<file path="src/rtl/muldiv_unit_if.sv">
// Handshake and operand bus between the execute stage and muldiv_unit.
// The master side (core/bench) drives operands and start/flush; the slave
// side (muldiv_unit) returns busy/done and the registered result.
interface muldiv_unit_if #(
  parameter int N = 32
);
  logic         start_i;
  logic         flush_i;
  logic [N-1:0] a_i;
  logic [N-1:0] b_i;
  logic [2:0]   op_i;
  logic         busy_o;
  logic         done_o;
  logic [N-1:0] res_o;

  modport master (
    output start_i, flush_i, a_i, b_i, op_i,
    input  busy_o, done_o, res_o
  );

  modport slave (
    input  start_i, flush_i, a_i, b_i, op_i,
    output busy_o, done_o, res_o
  );
endinterface

</file>
<file path="src/rtl/muldiv_unit.sv">
// Iterative RV32M multiply/divide unit: shift-add multiply and restoring
// divide, one bit per cycle, with a sign-fixup cycle before DONE.
// Define MULDIV_DIV_EN to build the divider; without it, ops 100-111
// complete in one cycle with a zero result.
//
// state | meaning
// IDLE  | waiting for start
// CALC  | one multiply/divide iteration per cycle, counter 0..N-1
// FIX   | apply signs, write result
// DONE  | done pulse; a new start is accepted here
module muldiv_unit #(
  parameter int N = 32
) (
  input logic           clk_i,
  input logic           rst_i,
  muldiv_unit_if.slave  bus
);
  localparam int CW = $clog2(N);

  typedef enum logic [1:0] {S_IDLE, S_CALC, S_FIX, S_DONE} state_t;

  state_t          r_state;
  logic [CW-1:0]   r_cnt;
  logic [2:0]      r_op;
  logic [N-1:0]    r_d;
  logic [2*N:0]    r_acc;
  logic            r_neg_q;
  logic            r_busy;
  logic            r_done;
  logic [N-1:0]    r_res;

  logic            w_a_neg;
  logic            w_b_neg;
  logic [N-1:0]    w_mag_a;
  logic [N-1:0]    w_mag_b;
  logic [N:0]      w_mul_sum;
  logic [2*N:0]    w_mul_next;
  logic [2*N-1:0]  w_prod;
  logic [N-1:0]    w_mul_res;
  logic [N-1:0]    w_fix_res;

`ifdef MULDIV_DIV_EN
  logic            r_neg_r;
  logic [2*N:0]    w_div_shift;
  logic [N:0]      w_div_diff;
  logic [2*N:0]    w_div_next;
  logic [N-1:0]    w_quo;
  logic [N-1:0]    w_rem;
  logic            w_div_zero;
  logic            w_ovf;
  logic [N-1:0]    w_fast_res;
`endif

  assign bus.busy_o = r_busy;
  assign bus.done_o = r_done;
  assign bus.res_o  = r_res;

  // Operand sign decode, iteration step and sign fixup datapath
  always_comb begin
    w_a_neg = bus.a_i[N-1] & ((bus.op_i == 3'b001) || (bus.op_i == 3'b010) ||
                              (bus.op_i == 3'b100) || (bus.op_i == 3'b110));
    w_b_neg = bus.b_i[N-1] & ((bus.op_i == 3'b001) ||
                              (bus.op_i == 3'b100) || (bus.op_i == 3'b110));
    w_mag_a = w_a_neg ? (~bus.a_i + 1'b1) : bus.a_i;
    w_mag_b = w_b_neg ? (~bus.b_i + 1'b1) : bus.b_i;

    // shift-add: add multiplicand to upper half when lsb set, then shift right
    w_mul_sum  = r_acc[2*N:N] + (r_acc[0] ? {1'b0, r_d} : {(N+1){1'b0}});
    w_mul_next = {1'b0, w_mul_sum, r_acc[N-1:1]};

    w_prod    = r_neg_q ? (~r_acc[2*N-1:0] + 1'b1) : r_acc[2*N-1:0];
    w_mul_res = (r_op[1:0] == 2'b00) ? w_prod[N-1:0] : w_prod[2*N-1:N];

`ifdef MULDIV_DIV_EN
    // restoring divide: remainder in [2N:N], quotient shifts in at bit 0
    w_div_shift = {r_acc[2*N-1:0], 1'b0};
    w_div_diff  = w_div_shift[2*N:N] - {1'b0, r_d};
    w_div_next  = w_div_diff[N] ? w_div_shift
                                : {w_div_diff, w_div_shift[N-1:1], 1'b1};
    w_quo = r_neg_q ? (~r_acc[N-1:0] + 1'b1) : r_acc[N-1:0];
    w_rem = r_neg_r ? (~r_acc[2*N-1:N] + 1'b1) : r_acc[2*N-1:N];
    w_fix_res = r_op[2] ? (r_op[1] ? w_rem : w_quo) : w_mul_res;

    w_div_zero = (bus.b_i == '0);
    // op[0]=0 among divide ops selects the signed DIV/REM
    w_ovf      = (bus.a_i == {1'b1, {(N-1){1'b0}}}) && (bus.b_i == '1) && !bus.op_i[0];
    w_fast_res = bus.op_i[1] ? (w_div_zero ? bus.a_i : '0)
                             : (w_div_zero ? '1 : {1'b1, {(N-1){1'b0}}});
`else
    w_fix_res = r_op[2] ? '0 : w_mul_res;
`endif
  end

  // Control FSM and datapath registers; flush beats start, reset beats all
  always_ff @(posedge clk_i or posedge rst_i) begin
    if (rst_i) begin
      r_state <= S_IDLE;
      r_cnt   <= '0;
      r_op    <= '0;
      r_d     <= '0;
      r_acc   <= '0;
      r_neg_q <= 1'b0;
`ifdef MULDIV_DIV_EN
      r_neg_r <= 1'b0;
`endif
      r_busy  <= 1'b0;
      r_done  <= 1'b0;
      r_res   <= '0;
    end else if (bus.flush_i) begin
      r_state <= S_IDLE;
      r_cnt   <= '0;
      r_busy  <= 1'b0;
      r_done  <= 1'b0;
    end else begin
      case (r_state)
        S_IDLE, S_DONE: begin
          r_state <= S_IDLE;
          r_busy  <= 1'b0;
          r_done  <= 1'b0;
          if (bus.start_i) begin
            r_op    <= bus.op_i;
            r_cnt   <= '0;
            r_neg_q <= w_a_neg ^ w_b_neg;
`ifdef MULDIV_DIV_EN
            r_neg_r <= w_a_neg;
            if (bus.op_i[2] && (w_div_zero || w_ovf)) begin
              r_res   <= w_fast_res;
              r_state <= S_DONE;
              r_done  <= 1'b1;
            end else begin
              r_d     <= bus.op_i[2] ? w_mag_b : w_mag_a;
              r_acc   <= {{(N+1){1'b0}}, (bus.op_i[2] ? w_mag_a : w_mag_b)};
              r_state <= S_CALC;
              r_busy  <= 1'b1;
            end
`else
            if (bus.op_i[2]) begin
              r_res   <= '0;
              r_state <= S_DONE;
              r_done  <= 1'b1;
            end else begin
              r_d     <= w_mag_a;
              r_acc   <= {{(N+1){1'b0}}, w_mag_b};
              r_state <= S_CALC;
              r_busy  <= 1'b1;
            end
`endif
          end
        end
        S_CALC: begin
`ifdef MULDIV_DIV_EN
          r_acc <= r_op[2] ? w_div_next : w_mul_next;
`else
          r_acc <= w_mul_next;
`endif
          r_cnt <= r_cnt + 1'b1;
          if (r_cnt == CW'(N-1)) begin
            r_state <= S_FIX;
          end
        end
        S_FIX: begin
          r_res   <= w_fix_res;
          r_state <= S_DONE;
          r_busy  <= 1'b0;
          r_done  <= 1'b1;
        end
        default: begin
          r_state <= S_IDLE;
          r_busy  <= 1'b0;
          r_done  <= 1'b0;
        end
      endcase
    end
  end
endmodule

</file>
<file path="src/flat_wrapper.sv">
// flat-port wrapper written by rule: the top's interface ports become plain ports
module muldiv_unit_flat 
#(
  parameter int N = 32
)
  (clk_i, rst_i, bus_start_i, bus_flush_i, bus_a_i, bus_b_i, bus_op_i, bus_busy_o, bus_done_o, bus_res_o);
  muldiv_unit_if #(.N(N)) bus_i ();
  input logic clk_i;
  input logic rst_i;
  input wire logic [$bits(bus_i.start_i)-1:0] bus_start_i;
  input wire logic [$bits(bus_i.flush_i)-1:0] bus_flush_i;
  input wire logic [$bits(bus_i.a_i)-1:0] bus_a_i;
  input wire logic [$bits(bus_i.b_i)-1:0] bus_b_i;
  input wire logic [$bits(bus_i.op_i)-1:0] bus_op_i;
  output wire logic [$bits(bus_i.busy_o)-1:0] bus_busy_o;
  output wire logic [$bits(bus_i.done_o)-1:0] bus_done_o;
  output wire logic [$bits(bus_i.res_o)-1:0] bus_res_o;
  assign bus_i.start_i = bus_start_i;
  assign bus_i.flush_i = bus_flush_i;
  assign bus_i.a_i = bus_a_i;
  assign bus_i.b_i = bus_b_i;
  assign bus_i.op_i = bus_op_i;
  assign bus_busy_o = bus_i.busy_o;
  assign bus_done_o = bus_i.done_o;
  assign bus_res_o = bus_i.res_o;
  muldiv_unit #(.N(N)) u_core (.clk_i(clk_i), .rst_i(rst_i), .bus(bus_i));
endmodule
</file>
<file path="config.mk">
export PLATFORM = sky130hd
export DESIGN_NAME = muldiv_unit_flat
export DESIGN_NICKNAME = d
export VERILOG_FILES = /design/src/rtl/muldiv_unit_if.sv /design/src/rtl/muldiv_unit.sv /design/src/flat_wrapper.sv
export SDC_FILE = /design/constraint.sdc
export NUM_CORES = 1
export LEC_CHECK = 0
export BUFFER_PORTS_ARGS = -buffer_cell sky130_fd_sc_hd__buf_2
export CAP_MARGIN = 40
export CORE_MARGIN = 3
export CORE_UTILIZATION = 50
export CTS_CLUSTER_DIAMETER = 40
export DETAILED_ROUTE_END_ITERATION = 6
export PLACE_DENSITY = 0.74
export SLEW_MARGIN = 25
export SYNTH_ARGS = -nofsm -noshare
export SYNTH_HDL_FRONTEND = slang
export SYNTH_SLANG_ARGS = --single-unit
</file>
<file path="constraint.sdc">
create_clock -name clk_i -period 14.1 [get_ports clk_i]
set_input_delay 2.115 -clock clk_i [delete_from_list [all_inputs] [get_ports clk_i]]
set_output_delay 2.115 -clock clk_i [all_outputs]
set_load 0.05 [all_outputs]
</file>
== Yosys cells after proc, flatten, opt, wreduce, memory -nomap -nowiden ==
Cells that the tools add are included.
Operators by class
  multiplexer cells: 28
  reduce and logical (&&, ||, !) cells: 17
  bitwise logic cells: 8
  equality and inequality tests: 13
  add/sub/neg operators: 5
Operators with widths (number)
  $mux W32: 7
  $mux W65: 2
  $pmux W65 S2: 1
  $add A32 B1 Y32 const B: 2
  $add A64 B1 Y64 const B: 1
  $mux W64: 1
  $not A32 Y32: 2
  $not A64 Y64: 1
  $pmux W32 S2: 1
  $add A33 B33 Y33: 1
  $reduce_and A4 Y1: 3
  $mux W5: 2
  $pmux W5 S2: 1
  $mux W2: 4
  $eq A3 B3 Y1 const B: 2
  $mux W1: 6
  $ne A2 B2 Y1 const B: 3
  $pmux W2 S3: 1
  $reduce_bool A3 Y1: 2
  $add A5 B1 Y5 const B: 1
  $eq A5 B5 Y1 const B: 1
  $logic_or A1 B1 Y1: 5
  $eq A2 B2 Y1 const B: 2
  $logic_not A2 Y1: 2
  13 further kinds: 17
Word-level totals
  bits of input ports: 71
  output and inout port bits: 34
  bits in registers: 142
  word-level logic and storage cells: 80

== Longest topological paths before layout ==
  depth in word-level cells: 8
  gate-level depth with buffers: 14
  mapped depth without buffers: 12

== Worst setup path after synthesis ==
OpenSTA, ideal clock, no wires.
  path type: input -> register
  start: input bus_b_i[5]
  end: register u_core.r_acc[31]
  data required time: 14.034 ns
  path buffers: 0
  path slack: 9.866 ns
  stages on the path: 7
  setup time: 0.066 ns
  data arrival time: 4.168 ns
  path through: nor4_2 -> nand4_1 -> or3_1 -> nor4_1 -> nand2_1 -> a2111oi_0 -> a221o_1
Between the ends
  cells in the longest elaborated chain, start to end: 6
Ends and longest elaborated chain
  start: declaration: line flat_wrapper.sv:13  | input wire logic [$bits(bus_i.b_i)-1:0] bus_b_i;
  $not A32 Y32: line muldiv_unit.sv:65  | w_mag_b = w_b_neg ? (~bus.b_i + 1'b1) : bus.b_i;
  $add A32 B1 Y32: line muldiv_unit.sv:65
  $mux W32: line muldiv_unit.sv:65
  $mux W65: line muldiv_unit.sv:137  | if (bus.op_i[2]) begin
  $mux W65: line muldiv_unit.sv:120  | if (bus.start_i) begin
  $pmux W65 S2: line muldiv_unit.sv:115  | case (r_state)
  end signal: assignment: line muldiv_unit.sv:143  | r_acc <= {{(N+1){1'b0}}, w_mag_b};
  end signal: assignment: line muldiv_unit.sv:154  | r_acc <= w_mul_next;
  end: declaration: line muldiv_unit.sv:26  | logic [2*N:0] r_acc;
Every way passes these cells. The select of a mux whose other input is x is not followed.
A chain may end at the register's enable or synchronous reset.

== Final worst setup path ==
Same ends and word-level chain as after synthesis.

==> results.txt <==
- The wire-length estimate of the detail-placed layout is 20290 µm.
* Via count: 9739
* Skew-Pair Late Insertion Delay: 0.42 ns
* Area growth from synthesis to final layout: 13.28%
* Number of placement rows: 52
- Non-filler instance count after layout: 1628
- Setup violations, final: 0
* Number of setup buffers added after CTS: 0
- Gate family responsible for the most delay along the worst path: simple AND/OR/NAND/NOR gates
* Pwr/cell area: 211.4 nW/µm²
* Final Wtd Congestion: 0.9286
- Walking the worst path, the cells encountered are buf_2 > nor4_2 > nand4_1 > or3_1 > nor4_1 > nand2_1 > a2111oi_0 > a221o_1.
- Per-instance average area after synthesis: 8.131 µm²
* Nets in the synthesized netlist: 1387
* Fin nets: 1457
- Pin slew with the least headroom to its limit: 0.7679 ns
- Number of enable flip-flop cells after synthesis: 0
* Worst hold slack across all endpoints: 0.4837 ns
* # DRC: 0
- In the synthesized netlist, the number of instances is 1276.
- Among all stages on the critical path, the largest delay is contributed by nor4_2.
* Capturing element type of the critical path: flop
- The repair_antennas step left the layout with diodes totalling 0.
* Starting Density: 51.11%
- After floorplanning, the core was sized to cover 20300 µm².
- The min-delay analysis places its worst path in the category flop to flop.
* Async SR Flop Fraction: 100.0%
* Post-route clock period utilization: 31.39%
- Buffers inserted to repair hold after CTS numbered 0.
* TritonCTS clock tree: yes
* Die X-Extent: 150.1 µm
- Across the run, the number of max-cap violations was 0.
- GRT Residual Overflow: 0
- Post-place instance area: 11120 µm²
- The tree built by TritonCTS fans out to 141 sinks.
- Clock-pin slew was measured on the worst setup and hold paths at 0.06 ns.
* Delay of the slowest critical-path stage: 0.59 ns
- Distinct cells, synth: 64
- Mapped Area: 10370 µm²
- Total power for the finished layout comes to 2.485 mW.
* CTS Root Buffer Type: clkbuf_16
- In this run the remaining antenna-violating nets after routing total 0.
- Vias in the first global route: 9070
- The final hold violation count came to 0.
- The H-tree was split into 4 levels.
- The run finished with clean final reports.
- Highest achievable clock rate: 0.2260 GHz
- Layout cell share with drive strength beyond 1: 12.74%
- Drt wl/cell: 16.73 µm
- Count of buffers from port buffering: 104
- The finished cells cover 11750 µm².
- DRT Wirelength: 27240 µm
* Number of gates resized after cts: 0
- Maximum vdd drop: 0.1157 mV
- Flip-flop and latch count after synthesis: 141
* Type of element launching the critical path: input pin
- Worst-case clock skew: 0.006032 ns
- Entering global routing, the biggest net connects 97 pins.
- In this run the static leakage power is 5.168 nW.
- The critical path is of the input pin to flop type.
- Die Outline Area: 22520 µm²
* Data arrival at the endpoint of the critical path: 4.79 ns
- Counting both buffers and inverters, the worst setup path holds a total of 1.
- Die Height: 150.1 µm
- Total count of max-transition violations in the final report: 0
* Crit-path max FO: 7
- Number of cells in the design after placement: 1595
- Dominant synthesized flop cell: dfrtp_1
- Dividing the detail-routed via count by the number of cells gives 5.982.
- Register area share after synthesis: 34.01%
- The first routing iteration left 805 violations.
* Unrepaired setup endpoints after global routing: false
- Antenna violations before repair: 0
- Final TNS setup: 0 ns
- The Yosys step of the flow raised 0 warnings.
* CTS max path bufs: 2
- STA puts the critical path data required time at 14.46 ns.
- GRT Total Usage: 24.48%
- The worst pin sits at a relative slew slack of 48.34%.
* I/O pin count: 105
- The smallest clock period supported by the final layout is computed as 4.426 ns.
- Number of buffers created by CTS: 17
* First-pass GRT wire length: 44860 µm
- Before antenna repair, the detailed router went through 5 iterations.
==> sequential cells by signal, indices dropped and copies added, names as in the netlist <==
name	cells
u_core.r_d	32
u_core.bus.done_o	1
u_core.r_neg_q	1
u_core.r_state	2
u_core.bus.res_o	32
u_core.r_acc	64
u_core.r_cnt	5
u_core.r_op	3
u_core.bus.busy_o	1
==> per-layer routing <==
layer  vias to the layer above  GRT usage (%)  share of wire [%]
met1                      4677          33.34                 45
met4                         0          7.960                2.6
met3                        51          3.937                4.7
met5                         -              0                  0
met2                       283          39.96                 48
li1                       4728              -                  -
==> cell usage in the layout, fill, tap and decap left out, drive strengths merged, types with 9 or more instances in the layout <==
master  count
xor2       72
nand2     151
clkbuf     23
nor3       15
nor4       16
nand2b     11
nand4      11
o21ai     138
or3        18
dfrtp     141
a21oi     127
a21o       22
o221ai      9
a22oi      13
and2       38
ha         39
buf       116
nand3      14
or4        12
inv        29
o31ai      21
nor2      114
o41ai      19
xnor2      69
==> synthesized netlist by cell type, types with 6 or more instances <==
master | n | area, µm²
nand2_1 | 151 | 566.8
dfrtp_1 | 141 | 3528
o21ai_0 | 134 | 670.6
a21oi_1 | 127 | 635.6
nor2_1 | 114 | 427.9
xor2_1 | 72 | 630.6
xnor2_1 | 69 | 604.3
clkbuf_1 | 60 | 225.2
ha_1 | 39 | 488.0
and2_1 | 38 | 237.7
inv_1 | 29 | 108.9
a21o_1 | 22 | 165.2
o31ai_1 | 21 | 157.7
o41ai_1 | 18 | 157.7
or3_1 | 17 | 106.4
nand3_1 | 14 | 70.07
nor3_1 | 14 | 70.07
a22oi_1 | 13 | 97.59
nor4_1 | 13 | 81.33
nand2b_1 | 11 | 68.82
nand4_1 | 11 | 68.82
or4_1 | 11 | 82.58
o221ai_1 | 9 | 78.83
mux2_2 | 8 | 90.09
a31oi_1 | 7 | 43.79
nand3b_1 | 7 | 52.55
a211oi_1 | 6 | 45.04
a22o_1 | 6 | 52.55
mux2i_1 | 6 | 60.06
o211ai_1 | 6 | 45.04
or2_2 | 6 | 37.54
==> power breakdown <==
group | switching [mW] | internal [mW]
clock network | 0.175 | 0.292
registers | 0.205 | 0.565
logic | 0.766 | 0.481
total | 1.15 | 1.34
==> final cells by class <==
cell class,instances,area (µm²)
fillers,1874,8547
multi-input cells,1039,6496
flip-flops and latches,141,3530
repair buffers,117,660.6
clock buffers,22,474.2
well taps,270,337.8
clock inverters,9,136.4
inverters,30,117.6
==> worst paths after layout <==
| path | endpoint | depth (start not counted) | slack (ns) | start |
|---|---|---|---|---|
| worst max-delay path | u_core.r_acc[31] | 8 | 9.67 | bus_b_i[5] |
| worst min-delay path | u_core.bus.res_o[23] | 2 | 0.48 | u_core.bus.res_o[23] |
| worst max register to register | u_core.r_acc[60] | 12 | 10.49 | u_core.r_acc[0] |
| worst min register to register | u_core.bus.res_o[23] | 2 | 0.48 | u_core.bus.res_o[23] |
| max in group asynchronous | u_core.bus.res_o[15] | 4 | 11.11 | rst_i |
| min in group asynchronous | u_core.r_acc[41] | 2 | 1.80 | rst_i |
==> cells by family after synthesis <==
logic type	after synthesis	synth area share [%]
XOR/XNOR	141	11.90
adder cells (fa/ha/maj)	40	4.896
multiplexers	14	1.447
buffers and inverters	96	3.485
AND/OR/NAND/NOR	433	20.10
AO/OA/AOI/OAI	411	24.16
flip-flops	141	34.01
==> tightest hold or removal path, cell delays in order, from the launching register on <==
cell and delay [ns]:
dfrtp_1 0.34, nand2_1 0.04, o21ai_0 0.06
==> per-stage QoR <==
step / util, % / setup WS [ns]
floorplan: - / 8.204
global placement: 54.49 / 9.435
detailed placement: 54.76 / 9.299
CTS: 57.77 / 9.717
global route: 57.90 / 9.468
finish: 57.90 / 9.674
Note: power is estimated with default switching activity, not from simulation.
